File: src/rtl/riscv_pkg.sv
// rtl/riscv_pkg.sv - shared core types, including the retire record and trace entry layout
package riscv_pkg;

  localparam int XLEN        = 32;
  localparam int TRACE_SEQ_W = 32;

  typedef struct packed {
    logic [XLEN-1:0] pc;
    logic [XLEN-1:0] instr;
    logic [4:0]      reg_addr;
    logic [XLEN-1:0] reg_data;
    logic [XLEN-1:0] mem_addr;
    logic [XLEN-1:0] mem_data;
    logic            mem_wrt;
    logic            mem_read;
  } retire_rec_t;

  typedef struct packed {
    retire_rec_t            rec;
    logic [TRACE_SEQ_W-1:0] seq;
  } trace_entry_t;

  localparam int ENTRY_W = $bits(trace_entry_t);

endpackage

File: src/rtl/trace_fifo_mem.sv
// rtl/trace_fifo_mem.sv - trace entry storage, synchronous write and asynchronous read
module trace_fifo_mem
  import riscv_pkg::*;
#(
  parameter int DEPTH = 16,
  localparam int AW = $clog2(DEPTH)
) (
  input  logic               clk,
  input  logic               rst_n,
  input  logic               wr_en,
  input  logic [AW-1:0]      wr_addr,
  input  logic [ENTRY_W-1:0] wr_data,
  input  logic [AW-1:0]      rd_addr,
  output logic [ENTRY_W-1:0] rd_data
);

  logic [ENTRY_W-1:0] mem [DEPTH];

  // Cleared on reset so the head outputs read as zero straight out of reset.
  always_ff @(posedge clk or negedge rst_n) begin
    if (!rst_n) begin
      for (int i = 0; i < DEPTH; i++) mem[i] <= '0;
    end else if (wr_en) begin
      mem[wr_addr] <= wr_data;
    end
  end

  assign rd_data = mem[rd_addr];

endmodule

File: src/rtl/retire_trace_buffer.sv
// rtl/retire_trace_buffer.sv - sequence-stamped retire trace FIFO with drop accounting
module retire_trace_buffer
  import riscv_pkg::*;
#(
  parameter int DEPTH  = 16,
  parameter int DROP_W = 16
) (
  input  logic                     clk_i,
  input  logic                     rstn_i,
  input  logic                     clear_i,
  input  logic                     update_i,
  input  logic [XLEN-1:0]          pc_i,
  input  logic [XLEN-1:0]          instr_i,
  input  logic [4:0]               reg_addr_i,
  input  logic [XLEN-1:0]          reg_data_i,
  input  logic [XLEN-1:0]          mem_addr_i,
  input  logic [XLEN-1:0]          mem_data_i,
  input  logic                     mem_wrt_i,
  input  logic                     mem_read_i,
  output logic                     trace_valid_o,
  input  logic                     trace_ready_i,
  output logic [XLEN-1:0]          trace_pc_o,
  output logic [XLEN-1:0]          trace_instr_o,
  output logic [4:0]               trace_reg_addr_o,
  output logic [XLEN-1:0]          trace_reg_data_o,
  output logic [XLEN-1:0]          trace_mem_addr_o,
  output logic [XLEN-1:0]          trace_mem_data_o,
  output logic                     trace_mem_wrt_o,
  output logic                     trace_mem_read_o,
  output logic [TRACE_SEQ_W-1:0]   trace_seq_o,
  output logic [$clog2(DEPTH):0]   count_o,
  output logic                     overflow_o,
  output logic [DROP_W-1:0]        drop_cnt_o
);

  localparam int AW = $clog2(DEPTH);
  localparam int CW = AW + 1;
  localparam logic [CW-1:0] FULL_CNT = CW'(DEPTH);

  logic [AW-1:0]          wr_ptr, rd_ptr;
  logic [CW-1:0]          count;
  logic [TRACE_SEQ_W-1:0] seq;
  logic                   overflow;
  logic [DROP_W-1:0]      drop_cnt;
  logic                   full, pop, push, drop;
  logic [ENTRY_W-1:0]     wr_bits, head_bits;
  trace_entry_t           head;

  assign full = (count == FULL_CNT);
  assign pop  = (count != '0) && trace_ready_i;
  assign push = update_i && !clear_i && (!full || pop);
  assign drop = update_i && full && !pop && !clear_i;

  assign wr_bits = {pc_i, instr_i, reg_addr_i, reg_data_i, mem_addr_i, mem_data_i,
                    mem_wrt_i, mem_read_i, seq};

  trace_fifo_mem #(.DEPTH(DEPTH)) u_mem (
    .clk     (clk_i),
    .rst_n   (rstn_i),
    .wr_en   (push),
    .wr_addr (wr_ptr),
    .wr_data (wr_bits),
    .rd_addr (rd_ptr),
    .rd_data (head_bits)
  );

  // seq advances on every retire, accepted or dropped, so gaps mark losses.
  always_ff @(posedge clk_i or negedge rstn_i) begin
    if (!rstn_i) begin
      wr_ptr   <= '0;
      rd_ptr   <= '0;
      count    <= '0;
      seq      <= '0;
      overflow <= 1'b0;
      drop_cnt <= '0;
    end else if (clear_i) begin
      wr_ptr   <= '0;
      rd_ptr   <= '0;
      count    <= '0;
      seq      <= '0;
      overflow <= 1'b0;
      drop_cnt <= '0;
    end else begin
      if (push) wr_ptr <= wr_ptr + 1'b1;
      if (pop)  rd_ptr <= rd_ptr + 1'b1;
      if (push && !pop)      count <= count + 1'b1;
      else if (!push && pop) count <= count - 1'b1;
      if (update_i) seq <= seq + 1'b1;
      if (drop) begin
        overflow <= 1'b1;
        if (drop_cnt != '1) drop_cnt <= drop_cnt + 1'b1;
      end
    end
  end

  assign head             = head_bits;
  assign trace_valid_o    = (count != '0);
  assign trace_pc_o       = head.rec.pc;
  assign trace_instr_o    = head.rec.instr;
  assign trace_reg_addr_o = head.rec.reg_addr;
  assign trace_reg_data_o = head.rec.reg_data;
  assign trace_mem_addr_o = head.rec.mem_addr;
  assign trace_mem_data_o = head.rec.mem_data;
  assign trace_mem_wrt_o  = head.rec.mem_wrt;
  assign trace_mem_read_o = head.rec.mem_read;
  assign trace_seq_o      = head.seq;
  assign count_o          = count;
  assign overflow_o       = overflow;
  assign drop_cnt_o       = drop_cnt;

endmodule

File: config.mk
export PLATFORM = sky130hd
export DESIGN_NAME = retire_trace_buffer
export DESIGN_NICKNAME = d
export VERILOG_FILES = /design/src/rtl/riscv_pkg.sv /design/src/rtl/trace_fifo_mem.sv /design/src/rtl/retire_trace_buffer.sv
export SDC_FILE = /design/constraint.sdc
export NUM_CORES = 2
export LEC_CHECK = 0
export CAP_MARGIN = 20
export CORE_MARGIN = 1.5
export CORE_UTILIZATION = 40
export CTS_BUF_LIST = sky130_fd_sc_hd__clkbuf_8
export DETAILED_ROUTE_END_ITERATION = 6
export PLACE_DENSITY_LB_ADDON = 0.2
export SETUP_SLACK_MARGIN = 0.15
export SLEW_MARGIN = 20
export SYNTH_ARGS = -nofsm -noshare
export SYNTH_HDL_FRONTEND = slang
export SYNTH_SLANG_ARGS = --single-unit
export TNS_END_PERCENT = 10
File: constraint.sdc
create_clock -name clk_i -period 4.78 [get_ports clk_i]
set_input_delay 1.434 -clock clk_i [delete_from_list [all_inputs] [get_ports clk_i]]
set_output_delay 1.434 -clock clk_i [all_outputs]
set_load 0.005 [all_outputs]
# == Word level (Yosys, flattened, before mapping) ==
# Cells that the tools add are included.
# totals
reg_bits,3246
inputBits,172
out_inout_bits,222
wordCells,77
# classes
add_sub_neg,6
magnitude_cmp,3
eq_ne,2
muxes,20
bitwise_logic,2
reduce_logical,22
# op_table
op,count
bitwise mux 3184 bit,1
binary-select mux 199 bit (select 4 bit),1
demux 199 bit (select 4 bit),1
two-way mux 199 bit,3
two-way mux 32 bit,2
two-way mux 16 bit,3
"adder 32 x 1 -> 32 bit, second input constant",1
"adder 16 x 1 -> 16 bit, second input constant",1
two-way mux 4 bit,4
"!= test 16 bit, second input constant",1
two-way mux 5 bit,3
"greater-or-equal comparator 5 bit, second input constant",2
NOT 4 -> 5 bit,2
nonzero test 2 bit,5
logical AND 1 bit,9
"adder 4 x 1 -> 4 bit, second input constant",2
"adder 5 x 1 -> 5 bit, second input constant",1
"equality test 5 bit, second input constant",1
"less-than comparator 5 x 1 -> 1 bit, second input constant",1
nonzero test 5 bit,1
"subtractor 5 x 1 -> 5 bit, second input constant",1
zero test 1 bit,4
nonzero test 3 bit,1
two-way mux 1 bit,2
other kinds (2),2

# == Logic depth before layout (Yosys ltp) ==
# logic_depth
depth_word,9
ltp_mapped,9
ltp_nobuf,8

# == Hierarchy ==
# A second synthesis with hierarchy kept.
# hier_totals
hier_cells,8807
hier_area_um2,146222.7
# by_module_without_submodules
mod,n_inst,cells_per_inst,area_each_um2,seq_area_each_um2
trace_fifo_mem,1,8461,142893.3,79676.4
retire_trace_buffer,1,346,3329.4,1551.5

# == Worst setup path after synthesis ==
# OpenSTA, ideal clock, no wires.
# synth_timing
path_type,register -> output
startpoint,register rd_ptr[0]
endpoint,output port trace_instr_o[0]
arrival_time_ps,2381
required_time_ps,3346
path_slack_ps,965
path_stages_with_launch,7
path_buffers,4
cell_sequence,dfrtp_1 > buf_2 > buf_2 > buf_2 > buf_1 > mux4_2 > mux4_2
# synth_via
elab_chain_len,4
# synth_lines
item,line,rtl
from (decl),retire_trace_buffer.sv:40,"logic [AW-1:0] wr_ptr, rd_ptr;"
from (signal assigned),retire_trace_buffer.sv:85,if (pop) rd_ptr <= rd_ptr + 1'b1;
NOT 4 -> 5 bit (implied by the code),trace_fifo_mem.sv:28,assign rd_data = mem[rd_addr];
binary-select mux 199 bit (select 4 bit),trace_fifo_mem.sv:28,
two-way mux 199 bit (implied by the code) (2 in series),trace_fifo_mem.sv:28,
to (decl),retire_trace_buffer.sv:23,"output logic [XLEN-1:0] trace_instr_o,"
# Every way passes these cells. The select of a mux whose other input is x is not followed.

# == Final worst setup path ==
# layout_timing
startpoint,register rd_ptr[0]
endpoint,output port trace_mem_addr_o[14]
# layout_via
elab_chain_len,4
# layout_lines
item,line,rtl
NOT 4 -> 5 bit (implied by the code),trace_fifo_mem.sv:28,
binary-select mux 199 bit (select 4 bit),trace_fifo_mem.sv:28,
two-way mux 199 bit (implied by the code) (2 in series),trace_fifo_mem.sv:28,
to (decl),retire_trace_buffer.sv:26,"output logic [XLEN-1:0] trace_mem_addr_o,"
# Every way passes these cells. The select of a mux whose other input is x is not followed.

==> results by stage <==
Synthesis:
- The gate count after technology mapping is 8547.
- The post-synthesis compound-gate area fraction was 0.00373.
- Of the total synthesized cell area, the portion taken by full adders, half adders and majority gates is 0.00109.
- After synthesis, the netlist uses 52 different library cells.
- Counting flops with a built-in enable in the synthesized netlist gives 0.
- The xor and xnor area share after synthesis is 0.00109.
- Counting flops with an async set or reset pin after synthesis yields a share of 1.00.
- The biggest area contributor in the post-synthesis netlist is sky130_fd_sc_hd__dfrtp_1.
- The dominant combinational cell family by area after synthesis is multiplexers.
- The post-synthesis net count is roughly 8700.
- During synthesis, Yosys emitted a total of 0 warnings.
- The total standard cell area after synthesis is 145000 µm².
- The multiplexer share of the synthesized area is 0.403.
- The share of synthesized area in the top cell type comes to 0.560.
- The part of the Yosys area used for sequential elements is 0.560.
- Averaged over all synthesized cells, the footprint is 17.0 µm².
- Of the total synthesized cell area, the portion taken by AND, OR, NAND and NOR gates is 0.00664.
- After synthesis, the cell types taking the most area are sky130_fd_sc_hd__dfrtp_1, sky130_fd_sc_hd__mux2_2, sky130_fd_sc_hd__mux4_2.
- For this run, the leading register cell type out of synthesis is sky130_fd_sc_hd__dfrtp_1.
- Counting flops and latches in the post-synthesis netlist gives 3246.

Die:
- The die height is 605 µm.
- The floorplan step defined a die boundary enclosing 366000 µm².
- The effective utilization at floorplan is 0.403.
- After floorplanning, the core was sized to cover 360000 µm².
- In this run the core area contains 220 standard-cell rows.
- The die is 605 µm wide.
- Pin placement for this block handled 394 I/O pins.

Detailed routing:
- The violation count after the first detailed-routing iteration is 4629.
- The number of nets with antenna violations after detailed routing is 0.
- Summed over all layers, the routed wires come to 400000 µm.
- The wire length per cell after detailed routing is between 20 and 30 µm.
- The per-cell via count in the routed design is 5.60.
- The detailed router placed slightly above 80000 vias in this run.
- The first detailed-routing pass ran for 6 iterations.
- The DRC violation count after routing is 0.

Layout:
- The fraction of layout cells with a size suffix above 1 is 0.565.
- The area growth from synthesis to layout is 17.8%.
- Once layout is done, the placed cells without fillers occupy 171000 µm².
- The most common cell after layout, fill and taps aside is sky130_fd_sc_hd__dfrtp_1.
- The count of nets after finishing is 9469.
- The library cells used most frequently in the layout, excluding fill and tap cells, are sky130_fd_sc_hd__dfrtp_1, sky130_fd_sc_hd__mux2_2, sky130_fd_sc_hd__mux4_2.

Global route:
- Entering global routing, the biggest net connects about 120 pins.
- The via count of the first global-routing pass was 90800.
- The first-pass GRT wire length is about 600000 µm.
- The overall fraction of global-route tracks in use is 0.218.
- The number of antenna violations at the first check in global routing is 54.
- Global routing finished with a remaining overflow of 0.

Timing:
- The time the worst path needs with I/O delays and setup is between 5 and 6 ns.
- The least setup slack across all paths after layout is -0.433 ns.
- Setup repair after global routing could not meet its margin everywhere.
- The count of final hold-check violations is 0.
- The clock arrives with 0.0922 ns of skew.
- The maximum achievable frequency is between 150 and 200 MHz.
- In this run the tightest slew margin relative to its limit is 0.397.
- The count of final max-slew check failures is 0.
- The worst-case hold slack is between 0.2 and 0.3 ns.
- For the pin with the worst max-slew slack, the measured transition is 0.896 ns.
- Of the available clock period, the critical path in the final layout requires 1.09.
- The number of failing setup endpoints in the final timing report is 197.
- The setup total negative slack is -42.67 ns.

Clock tree:
- The number of hold buffers added after CTS was 0.
- TritonCTS built the clock tree.
- The total clock buffers created by CTS is 576.
- The buffer type at the clock tree root is sky130_fd_sc_hd__clkbuf_8.
- The clock-pin slew on the worst setup and hold paths is 0.06 ns.
- Counting along the longest clock path gives a buffer depth of 4.
- The TritonCTS sink count is 3246.
- The number of levels the H-tree was split into is 6.
- The source-to-sink clock delay at the later pin of the worst-skew pair is 1.19 ns.

Run status:
- The run finished, with violations left.
- The final reports fail on setup timing.

Power:
- Summed over all cells, the static leakage comes to 79.2 nW.
- IR analysis of the VDD net gives a maximum drop of ~0.3 mV.
- Dividing total power by cell area gives a power density of roughly 430 nW/µm².

Placed design:
- Buffers placed on the I/O ports in this run total 393.
- The final weighted congestion in routability-driven placement is 0.759.
- The estimated wirelength of the detail-placed design is 238000 µm.
- Summing all placed instances gives a cell area of around 160000 µm².

Worst setup path:
- In this run the worst path has a maximum fanout of 8.
- The critical path data required time is 3.35 ns.
- The critical path data arrival time is 3.78 ns.
- The start-to-end type of the worst setup path is reg -> out.
- The worst setup path is captured at an output port.
- The startpoint type of the worst setup path is a flip-flop.

Run:
- The tool flagged a number of max-cap violations equal to 0.

Worst hold path:
- The class of the worst hold path is in -> async.
## kinds of logic (layout without fill, tap and decap cells)
logic type	after synthesis	in the layout
mux	4197	4197
flops	3246	3246
buf+inv	820	1954
simple gates	176	176
compound gates	78	78
xor+xnor	18	18
fa+ha+maj	12	12
other cells	0	13
## per-layer routing
metal | part of all wire | global-route usage | vias up
met5 | 0.00041 | 0 | -
met4 | 0.027 | 0.0627 | 26
met3 | 0.043 | 0.0387 | 686
met2 | 0.50 | 0.372 | 1615
met1 | 0.43 | 0.285 | 45100
li1 | - | - | 33700
## synth_stat cells (2+ instances only)
cell and instances:
sky130_fd_sc_hd__a211oi_1 3, sky130_fd_sc_hd__a21o_1 2, sky130_fd_sc_hd__a21oi_1 25, sky130_fd_sc_hd__and3_1 6
sky130_fd_sc_hd__and4_1 4, sky130_fd_sc_hd__buf_1 49, sky130_fd_sc_hd__buf_2 186, sky130_fd_sc_hd__buf_4 12
sky130_fd_sc_hd__buf_6 27, sky130_fd_sc_hd__clkbuf_1 540, sky130_fd_sc_hd__dfrtp_1 3246, sky130_fd_sc_hd__ha_1 11
sky130_fd_sc_hd__inv_1 6, sky130_fd_sc_hd__mux2_1 310, sky130_fd_sc_hd__mux2_2 2885, sky130_fd_sc_hd__mux2i_1 7
sky130_fd_sc_hd__mux4_2 995, sky130_fd_sc_hd__nand2_1 18, sky130_fd_sc_hd__nand2b_1 5, sky130_fd_sc_hd__nand3_1 19
sky130_fd_sc_hd__nand4_1 17, sky130_fd_sc_hd__nor2_1 43, sky130_fd_sc_hd__nor2_2 2, sky130_fd_sc_hd__nor2b_1 9
sky130_fd_sc_hd__nor3_1 10, sky130_fd_sc_hd__nor4_1 7, sky130_fd_sc_hd__o211ai_1 5, sky130_fd_sc_hd__o211ai_2 4
sky130_fd_sc_hd__o21a_1 2, sky130_fd_sc_hd__o21ai_0 11, sky130_fd_sc_hd__o311ai_0 6, sky130_fd_sc_hd__o31ai_1 8
sky130_fd_sc_hd__o41ai_1 7, sky130_fd_sc_hd__or2_2 5, sky130_fd_sc_hd__or3_1 12, sky130_fd_sc_hd__or4_1 11
sky130_fd_sc_hd__xnor2_1 8, sky130_fd_sc_hd__xor2_1 10
## registers in the layout (all words and copies together), names as in the netlist
| name | flops |
|---|---|
| u_mem.mem | 3184 |
| overflow_o | 1 |
| count_o | 5 |
| wr_ptr | 4 |
| rd_ptr | 4 |
| drop_cnt_o | 16 |
| seq | 32 |
## path summary, 6_finish.rpt
path	start	to	slack (ns)	cells after the start
worst min register to register	u_mem.mem[2713]	u_mem.mem[2713]	0.48	1
min in group clk_i	u_mem.mem[2713]	u_mem.mem[2713]	0.48	1
worst max register to register	count_o[0]	count_o[4]	1.29	9
worst min-delay path	rstn_i	u_mem.mem[2793]	0.27	2
max in group asynchronous	rstn_i	u_mem.mem[866]	2.78	5
worst max-delay path	rd_ptr[0]	trace_mem_addr_o[14]	-0.43	8
## timing repair
| item | 4_1_cts | 5_1_grt |
|---|---|---|
| resized for setup | 565 | 290 |
| buffers inserted | 41 | 71 |
| endpoints found under the setup margin | 199 | 199 |
| gates cloned | 18 | 15 |
## worst max-delay path, stage by stage, from the launching register on
cell                      delay (ns)
sky130_fd_sc_hd__dfrtp_4        0.46
sky130_fd_sc_hd__buf_12         0.17
sky130_fd_sc_hd__buf_16         0.17
sky130_fd_sc_hd__buf_16         0.19
sky130_fd_sc_hd__buf_6          0.13
sky130_fd_sc_hd__buf_12         0.11
sky130_fd_sc_hd__mux4_2         0.50
sky130_fd_sc_hd__mux4_2         0.67
sky130_fd_sc_hd__buf_6          0.19
## metrics by stage
stage,setup WS [ns],instances,total power [mW],util
floorplan,0.965,8547,40.3,-
global placement,0.308,13300,47.2,0.438
detailed placement,0.369,13300,47.7,0.438
CTS,-0.780,14400,74.0,0.472
global route,-0.561,14500,77.0,0.475
finish,-0.433,14500,73.5,0.475
## power by group
| part | total [mW] | internal (mW) | switching, mW |
|---|---|---|---|
| Clock | 25.3 | 13.4 | 11.8 |
| Sequential | 31.4 | 30.1 | 1.32 |
| Combinational | 16.8 | 9.24 | 7.53 |
## layout make-up
cell class                 instances  area (µm²)
fill                           30600      189000
timing repair buffer             974       12100
clock inverter                   283        1700
clock buffer                     691        9510
sequential                      3246       81200
tap                             4773        5970
antenna                           13        32.5
multi-input combinational       4481       60400
inverter                           6        22.5
(Power assumes the default switching activity.)
